### src/rtl/telem_pkg.sv
`default_nettype none
// ============================================================================
//  Module   : telem_pkg
//  Brief    : Shared types and constants for the telemetry frame sequencer.
//  Revision : 1.0 - initial release
// ============================================================================
package telem_pkg;

    typedef enum logic [1:0] {
        IDLE = 2'd0,
        LOAD = 2'd1,
        WAIT = 2'd2
    } telem_state_t;

    localparam logic [7:0] HDR_HI        = 8'hAA;
    localparam logic [7:0] HDR_LO        = 8'h55;
    localparam int         MAX_NUM_BYTES = 14;

endpackage : telem_pkg
`default_nettype wire

### src/rtl/telem_tx_seq.sv
`default_nettype none
// ============================================================================
//  Module   : telem_tx_seq
//  Brief    : Sends AA,55,payload[,checksum] to a UART transmitter, one trmt
//             per byte, advancing on each rising edge of tx_done.
//             Define TELEM_CHKSUM_EN to append the ~sum(payload) byte.
//  Revision : 1.0 - initial release
// ============================================================================
module telem_tx_seq
    import telem_pkg::*;
#(
    parameter int NUM_BYTES = 6
) (
    input  logic                   clk,
    input  logic                   rst_n,
    input  logic                   snd,
    input  logic [8*NUM_BYTES-1:0] payload,
    input  logic                   tx_done,
    output logic                   trmt,
    output logic [7:0]             tx_data,
    output logic                   busy,
    output logic                   frm_done
);

`ifdef TELEM_CHKSUM_EN
    localparam int FRM_LEN = NUM_BYTES + 3;
`else
    localparam int FRM_LEN = NUM_BYTES + 2;
`endif

    // Four bits covers every legal frame except 14 bytes plus checksum.
    localparam int                 CNT_W     = (FRM_LEN > 16) ? 5 : 4;
    localparam int                 SEL_DEPTH = 2 ** CNT_W;
    localparam logic [CNT_W-1:0]   LAST_IDX  = CNT_W'(FRM_LEN - 1);
    localparam logic [CNT_W-1:0]   FIRST_PAY = CNT_W'(2);
    localparam logic [CNT_W-1:0]   LAST_PAY  = CNT_W'(NUM_BYTES + 1);

    telem_state_t           r_state;
    logic [8*NUM_BYTES-1:0] r_shadow;
    logic [CNT_W-1:0]       r_byte_cnt;
    logic                   r_tx_done_q;
    logic                   r_trmt;
    logic [7:0]             r_tx_data;
    logic                   r_busy;
    logic                   r_frm_done;
`ifdef TELEM_CHKSUM_EN
    logic [7:0]             r_chk_acc;
`endif

    logic                   w_done_rise;
    logic                   w_is_payload;
    logic [CNT_W-1:0]       w_pay_idx;
    logic [7:0]             w_byte;
    logic [7:0]             w_pay_bytes [SEL_DEPTH];

    assign w_done_rise  = tx_done & ~r_tx_done_q;
    assign w_is_payload = (r_byte_cnt >= FIRST_PAY) && (r_byte_cnt <= LAST_PAY);
    assign w_pay_idx    = r_byte_cnt - FIRST_PAY;

    // Byte 0 of the payload sits in the most significant byte lane.
    for (genvar gi = 0; gi < SEL_DEPTH; gi++) begin : g_pay_sel
        if (gi < NUM_BYTES) begin : g_used
            assign w_pay_bytes[gi] = r_shadow[8*(NUM_BYTES-gi)-1 -: 8];
        end else begin : g_pad
            assign w_pay_bytes[gi] = 8'h00;
        end
    end

    always_comb begin
        w_byte = 8'h00;
        if (r_byte_cnt == '0) begin
            w_byte = HDR_HI;
        end else if (r_byte_cnt == CNT_W'(1)) begin
            w_byte = HDR_LO;
        end else if (w_is_payload) begin
            w_byte = w_pay_bytes[w_pay_idx];
        end else begin
`ifdef TELEM_CHKSUM_EN
            w_byte = ~r_chk_acc;
`else
            w_byte = 8'h00;
`endif
        end
    end

    always_ff @(posedge clk) begin
        if (!rst_n) begin
            r_state     <= IDLE;
            r_shadow    <= '0;
            r_byte_cnt  <= '0;
            r_tx_done_q <= 1'b0;
            r_trmt      <= 1'b0;
            r_tx_data   <= 8'h00;
            r_busy      <= 1'b0;
            r_frm_done  <= 1'b0;
`ifdef TELEM_CHKSUM_EN
            r_chk_acc   <= 8'h00;
`endif
        end else begin
            r_tx_done_q <= tx_done;
            r_trmt      <= 1'b0;
            r_frm_done  <= 1'b0;
            case (r_state)
                IDLE: begin
                    if (snd) begin
                        r_shadow   <= payload;
                        r_byte_cnt <= '0;
                        r_busy     <= 1'b1;
`ifdef TELEM_CHKSUM_EN
                        r_chk_acc  <= 8'h00;
`endif
                        r_state    <= LOAD;
                    end
                end
                LOAD: begin
                    r_tx_data <= w_byte;
                    r_trmt    <= 1'b1;
`ifdef TELEM_CHKSUM_EN
                    if (w_is_payload) begin
                        r_chk_acc <= r_chk_acc + w_byte;
                    end
`endif
                    r_state   <= WAIT;
                end
                WAIT: begin
                    // Only a fresh rising edge counts; a level left high by
                    // the previous byte must not advance the frame.
                    if (w_done_rise) begin
                        if (r_byte_cnt == LAST_IDX) begin
                            r_frm_done <= 1'b1;
                            r_busy     <= 1'b0;
                            r_state    <= IDLE;
                        end else begin
                            r_byte_cnt <= r_byte_cnt + CNT_W'(1);
                            r_state    <= LOAD;
                        end
                    end
                end
                default: begin
                    r_state <= IDLE;
                end
            endcase
        end
    end

    assign trmt     = r_trmt;
    assign tx_data  = r_tx_data;
    assign busy     = r_busy;
    assign frm_done = r_frm_done;

endmodule : telem_tx_seq
`default_nettype wire

### config.mk
export PLATFORM = sky130hd
export DESIGN_NAME = telem_tx_seq
export DESIGN_NICKNAME = d
export VERILOG_FILES = /design/src/rtl/telem_pkg.sv /design/src/rtl/telem_tx_seq.sv
export SDC_FILE = /design/constraint.sdc
export NUM_CORES = 1
export LEC_CHECK = 0
export ABC_CLOCK_PERIOD_IN_PS = 4100
export CAP_MARGIN = 20
export CORE_UTILIZATION = 50
export DETAILED_ROUTE_END_ITERATION = 16
export PLACE_DENSITY = 0.86
export REMOVE_ABC_BUFFERS = 1
export SLEW_MARGIN = 20
export SYNTH_ARGS = -nofsm -noshare
export SYNTH_HDL_FRONTEND = slang
export SYNTH_SLANG_ARGS = --single-unit
export TNS_END_PERCENT = 5
### constraint.sdc
create_clock -name clk -period 4.1 [get_ports clk]
set_clock_uncertainty 0.1 [all_clocks]
set_input_delay 0.82 -clock clk [delete_from_list [all_inputs] [get_ports clk]]
set_output_delay 0.82 -clock clk [all_outputs]
set_load 0.02 [all_outputs]
After elaboration in Yosys (flattened, before gate mapping)
Index checks and enable logic that the tools add are counted.
- flip-flop bits (word level): 66
- input bits: 52
- output and inout port bits: 11
- logic and storage cells: 53
- add/subtract/negate cells: 2
- magnitude comparators: 3
- equality and inequality tests: 8
- mux-type cells: 20
- bitwise gates (word level): 3
- reduce and logical (&&, ||, !) cells: 9
- operators by type and width (kind ; number):
    8-bit two-way mux ; 5
    8-bit binary-select mux with 4-bit select ; 1
    4-bit two-way mux ; 3
    2-bit != test, second input constant ; 4
    4-bit one-hot mux with 2 select lines ; 1
    4-bit AND reduction ; 2
    1-bit two-way mux ; 6
    2-bit one-hot mux with 3 select lines ; 1
    5-bit greater-or-equal comparator, second input constant ; 1
    4-bit inverter with 5-bit output ; 1
    4-bit by 1-bit adder with 4-bit output, second input constant ; 1
    4-bit by 1-bit equality test with 1-bit output, second input constant ; 1
    4-bit by 3-bit equality test with 1-bit output, second input constant ; 1
    4-bit by 2-bit greater-or-equal comparator with 1-bit output, second input constant ; 1
    4-bit by 3-bit less-or-equal comparator with 1-bit output, second input constant ; 1
    4-bit logical NOT ; 1
    2-bit two-way mux ; 2
    2-bit AND reduction ; 2
    4-bit by 2-bit subtractor with 4-bit output, second input constant ; 1
    3-bit AND reduction ; 1
    2-bit by 1-bit equality test with 1-bit output, second input constant ; 1
    2-bit equality test, second input constant ; 1
    2-bit logical NOT ; 1
    1-bit one-hot mux with 2 select lines ; 1
    4 further kinds ; 4

Longest topological paths before layout
- depth in word-level cells: 8
- gate-level depth with buffers: 10
- mapped depth without buffers: 6

Worst setup path after synthesis
Ideal clock, no wire load.
- kind: flip-flop to flip-flop
- from: reg r_byte_cnt[1]
- to: reg r_tx_data[0], in the netlist tx_data[0]
- setup time: 0.134 ns
- arrival: 2.137 ns
- required time: 3.866 ns
- slack: 1.729 ns
- stages on the path, launching flop included: 11
- path buffers: 4
- clock period less this slack: 2.371 ns
- cells stage by stage: dfxtp_1 -> clkbuf_1 -> buf_2 -> inv_1 -> ha_1 -> clkbuf_1 -> nand2b_1 -> clkbuf_1 -> o22ai_1 -> a31oi_1 -> o22ai_1
- cells in the longest elaborated chain, start to end: 8
- elaborated cells on any way between the ends: 13
- classes of those cells: add/sub: 1; order compare: 2; eq/ne: 1; mux: 6; bitwise: 1; reduce/logical: 2
- ends and longest elaborated chain (element ; line ; RTL):
    from (decl) ; telem_tx_seq.sv:40 ; logic [CNT_W-1:0] r_byte_cnt;
    from (signal assigned) ; telem_tx_seq.sv:134 ; r_byte_cnt <= r_byte_cnt + CNT_W'(1);
    4-bit by 2-bit subtractor with 4-bit output ; telem_tx_seq.sv:58 ; assign w_pay_idx = r_byte_cnt - FIRST_PAY;
    4-bit inverter with 5-bit output (not written as such) ; telem_tx_seq.sv:76 ; w_byte = w_pay_bytes[w_pay_idx];
    8-bit binary-select mux with 4-bit select ; telem_tx_seq.sv:76 ;
    8-bit two-way mux (not written as such) (2 in series) ; telem_tx_seq.sv:76 ;
    8-bit two-way mux ; telem_tx_seq.sv:75 ; end else if (w_is_payload) begin
    8-bit two-way mux ; telem_tx_seq.sv:73 ; end else if (r_byte_cnt == CNT_W'(1)) begin
    8-bit two-way mux * ; telem_tx_seq.sv:71 ; if (r_byte_cnt == '0) begin
    to (signal assigned) ; telem_tx_seq.sv:116 ; r_tx_data <= w_byte;
    to (decl) ; telem_tx_seq.sv:43 ; logic [7:0] r_tx_data;
Every way passes the cells marked *; elsewhere a longest branch is shown, timed or not. The select of a mux whose other input is x is not followed.
A chain may end at the register's enable or synchronous reset.

Worst setup path after layout
- from: in snd
- to: reg r_byte_cnt[2]
- cells in the longest elaborated chain, start to end: 2
- ends and longest elaborated chain (element ; line ; RTL):
    from (decl) ; telem_tx_seq.sv:16 ; input logic snd,
    2-bit != test (no line) ; - ;
    4-bit AND reduction (no line) ; - ;
Every way passes these cells.

==> impl_metrics.py <==
metrics = {
    "outcome": {
        "status": "completed",
    },
    "timing": {
        "setup_tns_ns": 0,
        "worstMarginPinSlew_ns": 0.663,
        "drv_slew": 0,
        "slew_headroom_pct": 55.6,
        "fin_crit_sh_pct": 56.4,
        "hold_violations": 0,
        "fmax_ghz": 0.433,
        "fin_crit_ns": 2.31,
        "setup_violations": 0,
        "rsz0062_at_grt": "false",
    },
    "setup_path": {
        "crit_type": "in -> reg",
        "slowest_stage": "clkdlybuf4s50_1",
        "critPathLaunchType": "input port",
        "arrival_ns": 2.43,
        "reg2reg_depth": 6,
        "timing.reg2reg.setup_slack_ns": 1.99,
        "crit_path_cell_trace": "clkdlybuf4s50_1 -> nor3b_4 -> buf_4 -> o211ai_1 -> xnor2_1 -> nor2_1",
        "cp.required_ns": 4.22,
        "r2r-start": "r_byte_cnt[2]",
        "cp-end-kind": "flip-flop",
        "reg2reg_to": "tx_data[7]",
        "critPathMaxFanout": 49,
        "max_stage_delay_ns": 0.51,
    },
    "clocking": {
        "cts_tree": "built",
        "clk_path_buf_depth": 2,
        "post_cts_buffers": 0,
        "clock_latency_ns": 0.33,
        "htree_levels": 3,
        "cts.sinks": 66,
        "hold_buffers": 0,
        "cts_root_buffer": "clkbuf_8",
        "post_cts_resized": 0,
        "clk_pin_slew_ns": 0.07,
        "cts_made_buffers": 9,
    },
    "layout": {
        "diodes": 0,
        "nets": 449,
        "finalNonFillerCells": 466,
        "drive_above_1_share_pct": 7.32,
        "syn2layout_area_growth_pct": 30.1,
        "fill_cells": 435,
    },
    "placement": {
        "io_buffers": 62,
        "dp_hpwl_um": 4200,
        "gp_congestion": 0.808,
        "placedCellCount": 450,
    },
    "routing": {
        "drc": 0,
        "wl_per_cell_um": 13.8,
        "avgViaCountPerCell": 5.42,
        "ant_nets": 0,
        "drt_iter0_markers": 156,
        "vias": 2524,
        "drt_pass1_iterations": 5,
        "totalWireLength_um": 6430,
    },
    "synthesis": {
        "netlist_top_cells_count": "nand2_1 (100), dfxtp_1 (66), a21oi_1 (61), clkbuf_1 (17), nor2_1 (14)",
        "async_reset_ff_share_pct": 0,
        "synth_edf_count": 0,
        "synth_seq_area_share_pct": 47.0,
        "synth_top_area_share_pct": 47.0,
        "synth_top_area_cell": "dfxtp_1",
        "syn_area_per_cell_um2": 8.34,
        "synth_cells": 337,
        "synth.distinct_cells": 36,
        "synth.most_common_cell": "nand2_1",
        "netlist_area_um2": 2810,
        "netlist_top_cells_area": "dfxtp_1 (47%), nand2_1 (13%), a21oi_1 (11%)",
        "ys_warn_count": 0,
        "ys_seq_elements": 66,
        "synth_top_flop_cell": "dfxtp_1",
    },
    "power": {
        "peakVddDrop_mv": 0.179,
        "powerDensity_nw_per_um2": 392,
        "pwr-share-clk_pct": 37.9,
        "p_leak_nw": 1.31,
        "power.internal_mw": 1.09,
        "p_switching_uw": 345,
        "seq_power_share_pct": 49.1,
        "netSwitchingFraction_pct": 24.0,
        "p_comb_share_pct": 13.0,
    },
    "die": {
        "die_w_um": 77.0,
        "io_pins": 63,
        "die_h_um": 77.0,
        "die_area_um2": 5930,
        "coreArea_um2": 5270,
        "initial_core_util_pct": 53.3,
        "num_rows": 26,
    },
    "grt": {
        "gr-total-overflow": 0,
        "grt_pass1_wl_um": 11000,
        "antenna_found_initial": 0,
        "grt_max_degree": 61,
        "track_usage_pct": 23.2,
        "first_global_vias": 2457,
    },
    "worst_hold_path": {
        "min_path_type": "reg -> reg",
        "hold-path-endpoint": "r_shadow[27]",
        "hold_path.startpoint": "r_shadow[27]",
        "hold_depth": 2,
    },
    "job": {
        "max_cap_violations": 0,
    },
}
[sequential cells by signal (all words and copies together) (netlist names)]
| signal | cells |
|---|---|
| tx_data | 8 |
| r_byte_cnt | 4 |
| busy | 1 |
| r_state | 2 |
| trmt | 1 |
| r_tx_done_q | 1 |
| r_shadow | 48 |
| frm_done | 1 |
[how the worst max path moves through the flow]
stage / startpoint / cells past startpoint / end / slack, ns
floorplan: snd / 4 / r_byte_cnt[0] / 1.22
global placement: snd / 5 / r_shadow[16] / 1.29
detailed placement: snd / 5 / r_shadow[46] / 1.24
CTS: snd / 5 / r_shadow[14] / 1.56
global route: snd / 6 / r_byte_cnt[2] / 1.69
finish: snd / 6 / r_byte_cnt[2] / 1.79
[power groups by stage]
stage	clock network, mW	logic [mW]	registers (mW)
2_1_floorplan	0	0.0917	0.719
3_3_place_gp	0	0.180	0.715
3_5_place_dp	0	0.185	0.718
4_1_cts	0.544	0.187	0.704
5_1_grt	0.582	0.207	0.709
6_report	0.544	0.187	0.704
[layout make-up]
class | instances | area [um^2] | area share (%)
sequential | 66 | 1320 | 36.1
inverter | 4 | 15.0 | 0.410
clock inverter | 2 | 35.0 | 0.958
timing repair buffer | 67 | 658 | 18.0
clock buffer | 14 | 163 | 4.45
tap | 70 | 87.6 | 2.39
multi-input combinational | 243 | 1380 | 37.7
[worst max-delay path, delay by kind of cell]
family,cells,cell delay [ns]
buffers and inverters,2,0.94
and+or+nand+nor,2,0.29
AOI/OAI and AO/OA,1,0.19
xor gates and xnor gates,1,0.19
[placed cells by master (no fill, tap or decap), types with 2 or more instances in the layout]
cell and instances:
nor3_1 2, o22ai_1 8, mux4_2 4, buf_4 5
inv_1 3, clkdlybuf4s50_1 62, nand2b_1 4, clkbuf_8 11
a211oi_1 4, mux2_2 4, mux2i_1 13, nor2_1 14
a31oi_1 4, ha_1 6, a21oi_1 61, nand2_1 99
clkbuf_1 3, dfxtp_1 66
[kinds of logic after synthesis]
logic type | share of synthesized area [%]
AO/OA/AOI/OAI | 16.3
XOR/XNOR | 0.312
flip-flops | 47.0
AND/OR/NAND/NOR | 20.2
adder cells (fa/ha/maj) | 2.67
multiplexers | 9.43
buffers and inverters | 4.05
[per-stage QoR]
step / worst slack [ns] / utilization, % / power, mW / hold WS (ns) / area (um^2)
2_1_floorplan: 1.22 / - / 0.811 / 0.333 / 2710
3_3_place_gp: 1.29 / 65.6 / 0.895 / 0.340 / 3460
3_5_place_dp: 1.24 / 65.6 / 0.903 / 0.346 / 3460
4_1_cts: 1.56 / 69.4 / 1.43 / 0.355 / 3660
5_1_grt: 1.69 / 69.4 / 1.50 / 0.374 / 3660
6_report: 1.79 / 69.4 / 1.43 / 0.353 / 3660
[per-layer routing]
layer  GRT usage (%)  vias up  part of all wire, %
met3            5.12        9                  6.7
li1                -     1256                    -
met2            37.9      101                   48
met4            10.8        0                  1.2
met5               0        -                    0
met1            28.9     1158                   44
Note: power is estimated with default switching activity, not from simulation.
